**src/rtl/keypad_scanner.sv**
```systemverilog
// 4x4 matrix keypad scanner with 2-flop column synchronizer and whole-frame debounce.
// Optional ghost-frame rejection is enabled by defining KEYPAD_GHOST_REJECT_EN.
module keypad_scanner #(
  parameter int unsigned SCAN_DIV       = 50000,
  parameter int unsigned DEBOUNCE_SCANS = 4
) (
  input  logic        clk,
  input  logic        rst,
  output logic [3:0]  row_n,
  input  logic [3:0]  col_n,
  output logic [15:0] keyboard,
  output logic        key_event,
  output logic [3:0]  key_code
);

  localparam int unsigned DivW = (SCAN_DIV > 1) ? $clog2(SCAN_DIV) : 1;

  logic [DivW-1:0] div_cnt_q, div_cnt_d;
  logic [1:0]      row_idx_q, row_idx_d;
  logic [3:0]      col_s1_q, col_s2_q;
  logic [3:0]      cols;
  logic [2:0][3:0] row_cols_q, row_cols_d;
  logic [15:0]     prev_frame_q, prev_frame_d;
  logic [15:0]     keyboard_q, keyboard_d;
  logic [3:0]      stable_cnt_q, stable_cnt_d;
  logic [3:0]      key_code_q, key_code_d;
  logic            key_event_q, key_event_d;

  logic            sample;
  logic            frame_done;
  logic [3:0][3:0] all_rows;
  logic [15:0]     frame;
  logic [15:0]     new_keys;
  logic            frame_valid;

  function automatic logic [3:0] key_of(input logic [1:0] r, input logic [1:0] c);
    logic [3:0] k;
    unique case ({r, c})
      4'h0: k = 4'h1; 4'h1: k = 4'h2; 4'h2: k = 4'h3; 4'h3: k = 4'hC;
      4'h4: k = 4'h4; 4'h5: k = 4'h5; 4'h6: k = 4'h6; 4'h7: k = 4'hD;
      4'h8: k = 4'h7; 4'h9: k = 4'h8; 4'hA: k = 4'h9; 4'hB: k = 4'hE;
      4'hC: k = 4'hA; 4'hD: k = 4'h0; 4'hE: k = 4'hB; default: k = 4'hF;
    endcase
    return k;
  endfunction

  assign cols       = ~col_s2_q;
  assign sample     = (div_cnt_q == DivW'(SCAN_DIV - 1));
  assign frame_done = sample && (row_idx_q == 2'd3);
  // The row-3 sample is live on the completing edge, so it comes straight from cols.
  assign all_rows   = {cols, row_cols_q};
  assign new_keys   = frame & ~keyboard_q;

  always_comb begin
    frame = '0;
    for (int r = 0; r < 4; r++) begin
      for (int c = 0; c < 4; c++) begin
        if (all_rows[r][c]) frame[key_of(2'(r), 2'(c))] = 1'b1;
      end
    end
  end

`ifdef KEYPAD_GHOST_REJECT_EN
  always_comb begin
    frame_valid = 1'b1;
    for (int a = 0; a < 3; a++) begin
      for (int b = a + 1; b < 4; b++) begin
        if ($countones(all_rows[a] & all_rows[b]) >= 2) frame_valid = 1'b0;
      end
    end
  end
`else
  assign frame_valid = 1'b1;
`endif

  always_comb begin
    row_n = 4'b1111;
    row_n[row_idx_q] = 1'b0;
  end

  always_comb begin
    div_cnt_d    = sample ? '0 : div_cnt_q + 1'b1;
    row_idx_d    = sample ? row_idx_q + 2'd1 : row_idx_q;
    row_cols_d   = row_cols_q;
    prev_frame_d = prev_frame_q;
    stable_cnt_d = stable_cnt_q;
    keyboard_d   = keyboard_q;
    key_code_d   = key_code_q;
    key_event_d  = 1'b0;

    if (sample) begin
      case (row_idx_q)
        2'd0:    row_cols_d[0] = cols;
        2'd1:    row_cols_d[1] = cols;
        2'd2:    row_cols_d[2] = cols;
        default: ;
      endcase
    end

    if (frame_done) begin
      if (!frame_valid) begin
        stable_cnt_d = '0;
      end else begin
        if (frame == prev_frame_q) begin
          if (stable_cnt_q != 4'd15) stable_cnt_d = stable_cnt_q + 4'd1;
        end else begin
          stable_cnt_d = '0;
          prev_frame_d = frame;
        end
        if ((stable_cnt_d >= 4'(DEBOUNCE_SCANS - 1)) && (frame != keyboard_q)) begin
          keyboard_d = frame;
          if (|new_keys) begin
            key_event_d = 1'b1;
            for (int i = 15; i >= 0; i--) begin
              if (new_keys[i]) key_code_d = 4'(i);
            end
          end
        end
      end
    end
  end

  always_ff @(posedge clk or posedge rst) begin
    if (rst) begin
      col_s1_q     <= 4'hF;
      col_s2_q     <= 4'hF;
      div_cnt_q    <= '0;
      row_idx_q    <= '0;
      row_cols_q   <= '0;
      prev_frame_q <= '0;
      stable_cnt_q <= '0;
      keyboard_q   <= '0;
      key_code_q   <= '0;
      key_event_q  <= 1'b0;
    end else begin
      col_s1_q     <= col_n;
      col_s2_q     <= col_s1_q;
      div_cnt_q    <= div_cnt_d;
      row_idx_q    <= row_idx_d;
      row_cols_q   <= row_cols_d;
      prev_frame_q <= prev_frame_d;
      stable_cnt_q <= stable_cnt_d;
      keyboard_q   <= keyboard_d;
      key_code_q   <= key_code_d;
      key_event_q  <= key_event_d;
    end
  end

  assign keyboard  = keyboard_q;
  assign key_event = key_event_q;
  assign key_code  = key_code_q;

endmodule

```
**config.mk**
```make
export PLATFORM = sky130hd
export DESIGN_NAME = keypad_scanner
export DESIGN_NICKNAME = d
export VERILOG_FILES = /design/src/rtl/keypad_scanner.sv
export SDC_FILE = /design/constraint.sdc
export NUM_CORES = 1
export LEC_CHECK = 0
export BUFFER_PORTS_ARGS = -buffer_cell sky130_fd_sc_hd__buf_4
export CORE_UTILIZATION = 37
export DETAILED_ROUTE_END_ITERATION = 10
export GPL_TIMING_DRIVEN = 0
export SKIP_LAST_GASP = 1
export SLEW_MARGIN = 20
export SYNTH_ARGS = -nofsm -noshare
export SYNTH_HDL_FRONTEND = slang
export SYNTH_SLANG_ARGS = --single-unit
```
**constraint.sdc**
```tcl
create_clock -name clk -period 2.7 [get_ports clk]
set_input_delay 0.135 -clock clk [delete_from_list [all_inputs] [get_ports clk]]
set_output_delay 0.135 -clock clk [all_outputs]
set_load 0.005 [all_outputs]
```
# Yosys cells after proc, flatten, opt, wreduce, memory -nomap -nowiden
# Cells that the tools add are included.
# totals
inputBits,6
ff_bits,79
output_inout_bits,25
# classes
mux,89
n_lt_le_gt_ge,35
add_sub_neg,3
bitwise,20
eq_ne,7
reduce_logical,28
# op_table
operator,count
two-way mux 16 bit,17
bitwise OR 16 bit,15
two-way mux 4 bit,35
"less-than comparator 4 x 5 -> 1 bit, second input constant",16
demux 1 bit (select 4 bit),16
"greater-or-equal comparator 4 x 1 -> 1 bit, second input constant",16
two-way mux 1 bit,20
logical AND 1 bit,19
"adder 16 x 1 -> 16 bit, second input constant",1
AND 16 bit,1
== test 16 bit,1
"== test 16 bit, second input constant",1
!= test 16 bit,1
inverter 16 bit,1
nonzero test 16 bit,1
OR reduction 16 bit,1
AND reduction 2 bit,5
inverter 4 bit,2
"adder 4 x 1 -> 4 bit, second input constant",1
"== test 2 bit, second input constant",2
"greater-or-equal comparator 4 x 2 -> 1 bit, second input constant",1
"!= test 4 bit, second input constant",1
AND reduction 4 bit,1
"less-than comparator 2 x 3 -> 1 bit, second input constant",1
other kinds (6),6

# Depth between registers and ports, before layout
# logic_depth
ltp_word,53
depth_mapped,9
mapped_depth_nobuf,7

# Worst setup path after synthesis
# Ideal clock, no wire load.
# synth_path
path_type,reg2reg
start,reg div_cnt_q[7]
end,reg keyboard_q[1] (netlist: keyboard[1])
setup_slack_ps,171
path_stages_with_launch,7
required_ps,2573
period_less_slack_ps,2529
setup_time_ps,127
arrival_ps,2401
n_path_buf,1
cell_sequence,dfrtp_1 -> or4b_4 -> nor4_4 -> nand3b_2 -> nor3_4 -> buf_6 -> mux2_1
# synth_between
elab_chain_len,3
# synth_rtl
item,line,rtl
"start, declared",18,"logic [DivW-1:0] div_cnt_q, div_cnt_d;"
"start signal, assigned",138,div_cnt_q <= div_cnt_d;
== test 16 bit,48,assign sample = (div_cnt_q == DivW'(SCAN_DIV - 1));
logical AND 1 bit,49,assign frame_done = sample && (row_idx_q == 2'd3);
AND reduction 2 bit (no line),-,
"end signal, assigned",143,keyboard_q <= keyboard_d;
"end, declared",24,"logic [15:0] keyboard_q, keyboard_d;"
# No other way between the ends.
# A chain may end at the register's enable or synchronous reset.

# Worst setup path in the final report
# layout_path
start,reg div_cnt_q[4]
end,reg keyboard_q[9] (netlist: keyboard[9])
# The elaborated chain is that of the path after synthesis.

==> reports/qor.csv <==
stage,metric,value,unit
grt,initial antenna violation count,0,
clock_network,"Clk Latency, worst-skew pair",350,ps
power_and_ir_drop,Sw Ratio,22.60,%
clock_network,clk slew on worst S/H paths,80,ps
synthesis,Simple-Gate Fraction of Synth Area,13.71,%
power_and_ir_drop,Leak Pwr,2.099,nW
sta,f_max,387.0,MHz
worst_setup_path,CP Capture Type,register,
sta,worst slew pin tran,640.9,ps
grt,vias in the first global route,2589,
die,Initial Util,38.67,%
finish,fill cell count,986,
clock_network,CTS buffer count,9,
drt,drt first-iter violations,88,
outcome,status,"complete, no violations",
drt,WL/cell,14.72,µm
die,Top-Level Pins,31,
die,DIE WIDTH,103.8,µm
synthesis,"area leader, netlist",dfrtp_1,
sta,"Slew Viols, Final",0,
finish,final core occ,45.90,%
synthesis,Async SR Flop Fraction,100.0,%
clock_network,number of H-tree levels,3,
clock_network,CTS tree,done,
sta,Final Critical Period,2584,ps
worst_setup_path,CP max FO,6,
drt,Residual DRC,0,
drt,Final ANT Viol Nets,0,
power_and_ir_drop,internal power,1.674,mW
grt,largest net degree at the start of global routing,42,
synthesis,Post-synth EDFFs,0,
synthesis,mux cell area share after synthesis,10.09,%
synthesis,"Net Count, Synth",369,
placement,DP Area,4247,µm²
min_path,Worst Hold Class,reg -> reg,
synthesis,XOR/XNOR share of the synthesized area,6.627,%
grt,first-pass GRT wire length,13170,µm
worst_setup_path,FF-to-FF Start,div_cnt_q[4]$_DFF_PP0_,
grt,GRT Residual Overflow,0,
synthesis,Synth Instances,341,
grt,met1 usage,22.36,%
placement,dpl cells,505,
worst_setup_path,R2R Path End,keyboard[9]$_DFFE_PP0P_,
power_and_ir_drop,Combinational Power Share,3.1,%
power_and_ir_drop,P_sw,488.8,µW
sta,max_slew headroom,56.92,%
drt,first-pass detailed-route iteration total,4,
synthesis,most common cell in the synthesized netlist,dfrtp_1,
min_path,hold worst-path end,col_s2_q[0]$_DFF_PP1_,
placement,PortBufs,30,
finish,diode count,0,
drt,Vias,2619,
power_and_ir_drop,PwrDens,475.5,nW/µm²
worst_setup_path,Crit Path Class,reg -> reg,
synthesis,synth cell count leaders,"dfrtp_1, inv_1, nand2_1",
finish,fraction of layout instances using a drive strength above 1,23.68,%
die,Die Span Y,103.8,µm
worst_setup_path,"Req. time, crit path",2940,ps
placement,GP Congestion,0.7594,
synthesis,"Seq/Total Area, Yosys",51.84,%
worst_setup_path,Arrival @ worst endpoint,2820,ps
power_and_ir_drop,power share of the clock group,41.4,%
drt,Via-to-Cell Ratio,4.942,
finish,Multi-input gate area,1704,µm²
synthesis,post-synth top area share,46.36,%
finish,register area,1987,µm²
grt,M3 GR Usage,2.203,%
power_and_ir_drop,Reg power frac,55.5,%
grt,Global Route met2 Usage,23.44,%
power_and_ir_drop,Worst VDD drop,236.0,µV
die,Core Area,9910,µm²
finish,Final Cell Area,4548,µm²
clock_network,clk sinks,79,
worst_setup_path,"reg-to-reg slack, setup",120,ps
placement,placed wire-length estimate,5583,µm
worst_setup_path,type of origin of the critical path,register,
sta,period utilization,95.70,%
synthesis,dominant cells by area after synthesis,"dfrtp_1, mux2_2, ha_1",
worst_setup_path,R2R cell count,7,
finish,Final Instance Count excl. Fillers,530,
synthesis,synth unique cells,45,
synthesis,Mapped Avg Cell Area,11.24,µm²
sta,Fin Clk Skew,14.12,ps
synthesis,largest family of logic cells by synthesized area,simple AND/OR/NAND/NOR gates,
synthesis,Mapped Area,3832,µm²
min_path,WHS Path Cells,0,
synthesis,Post-synth top flop,dfrtp_1,
sta,RSZ-0062 raised after global routing,yes,
flow_run,Max Cap Violations,0,
clock_network,Max clock buf depth,2,
synthesis,Synth warnings,0,
drt,final wirelength,7802,µm
die,Die Area,10770,µm²
finish,Layout area overhead,18.67,%
sta,Fin. Hold Viols,0,
synthesis,compound-cell area share of the yosys netlist,6.301,%
grt,GRT Max-Usage Layer,met2,
grt,gr usage total,15.59,%
finish,nets,420,
synthesis,Synth Register Bits,79,
min_path,hold path start,col_s1_q[0]$_DFF_PP1_,
synthesis,adder-cell share of the synthesized area,7.183,%
clock_network,CTS root buffer,clkbuf_8,
sta,final setup violation count,0,
die,site row count,36,
cell type report:
cell class	count	share of cell area, %
multi-input cells	221	37.47
clock buffers	12	3.191
clock inverters	4	1.210
well taps	133	3.659
inverters	35	2.944
plain buffers	6	0.6878
repair buffers	40	7.153
flip-flops and latches	79	43.69
power by group through the flow:
stage	logic, mW	registers [mW]	clock network (mW)
after floorplan	0.0379	1.22	0
after global placement	0.0565	1.22	0
after detailed placement	0.0617	1.22	0
after CTS	0.0686	1.20	0.921
after global routing	0.0761	1.20	0.961
final	0.0661	1.20	0.896
placed cells by master, fill, tap and decap left out, types with 2 or more instances in the layout:
cell type | netlist | final
xnor2_1 | 18 | 18
a41oi_1 | 2 | 2
buf_4 | 0 | 34
nor2_1 | 17 | 17
clkinv_4 | 0 | 2
o21ai_0 | 19 | 19
inv_1 | 35 | 34
mux2_2 | 25 | 25
nand4_1 | 13 | 13
a2111oi_0 | 2 | 2
mux2_1 | 4 | 4
clkbuf_8 | 0 | 10
nor2b_1 | 3 | 3
clkbuf_1 | 3 | 5
nor3_1 | 5 | 5
xor2_1 | 11 | 11
dfstp_2 | 8 | 8
a21oi_1 | 7 | 7
nor4_2 | 1 | 2
nor4_1 | 7 | 5
nor4_4 | 1 | 2
a2bb2oi_1 | 2 | 2
ha_1 | 22 | 22
or3_1 | 3 | 3
dlygate4sd3_1 | 0 | 5
nand2_1 | 27 | 27
dfrtp_1 | 71 | 71
mux2i_1 | 6 | 6
nand3_1 | 9 | 9
worst max path at each step:
stage	from	endpoint	slack [ps]	cells past startpoint
after global routing	div_cnt_q[4]$_DFF_PP0_	keyboard[12]$_DFFE_PP0P_	-3	7
after global placement	rst	keyboard[2]$_DFFE_PP0P_	-450	2
after CTS	div_cnt_q[4]$_DFF_PP0_	keyboard[14]$_DFFE_PP0P_	130	7
after detailed placement	div_cnt_q[7]$_DFF_PP0_	keyboard[4]$_DFFE_PP0P_	-320	6
after floorplan	div_cnt_q[7]$_DFF_PP0_	keyboard[1]$_DFFE_PP0P_	170	6
final	div_cnt_q[4]$_DFF_PP0_	keyboard[9]$_DFFE_PP0P_	120	7
critical path: stages (launching register included):
cell and delay (ps):
dfrtp_1 440, or4b_1 590, nor4_4 280, buf_4 180
nand3b_2 140, nor3_4 270, buf_4 220, mux2_2 340
repair_timing:
action / in CTS / in global routing
hold buffers: 5 / 0
endpoints found under the hold margin: 36 / 0
gates resized for setup: 2 / 1
buffers inserted: 4 / 0
setup endpoints to repair: 28 / 1
gates cloned: 0 / 0
pin swaps: 2 / 0
per-layer routing:
metal	vias to the layer above	part of all wire [%]
met3	12	2.6
met5	-	0
li1	1292	-
met1	1281	50
met2	34	46
met4	0	1.7
kinds of logic after synthesis:
kind of cell | count (synthesis)
xor gates and xnor gates | 29
and+or+nand+nor | 96
adders and majority gates | 22
muxes | 35
buffers and inverters | 41
AOI/OAI and AO/OA | 39
DFF | 79
through the flow:
stage | setup TNS, ps | hold WS [ps] | worst slack, ps | total power, mW
after floorplan | 0 | 139.5 | 171.2 | 1.258
after global placement | -34890 | 243.9 | -453.8 | 1.281
after detailed placement | -3247 | 225.8 | -320.5 | 1.286
after CTS | 0 | 359.0 | 126.4 | 2.190
after global routing | -4.898 | 360.6 | -3.347 | 2.238
final | 0 | 357.7 | 116.0 | 2.163
registers in the layout (all words and copies together) (netlist names):
name          count
row_idx_q         2
prev_frame_q     16
div_cnt_q        16
key_code          4
col_s2_q          4
col_s1_q          4
keyboard         16
key_event         1
stable_cnt_q      4
all_rows         12
(Power assumes the default switching activity.)
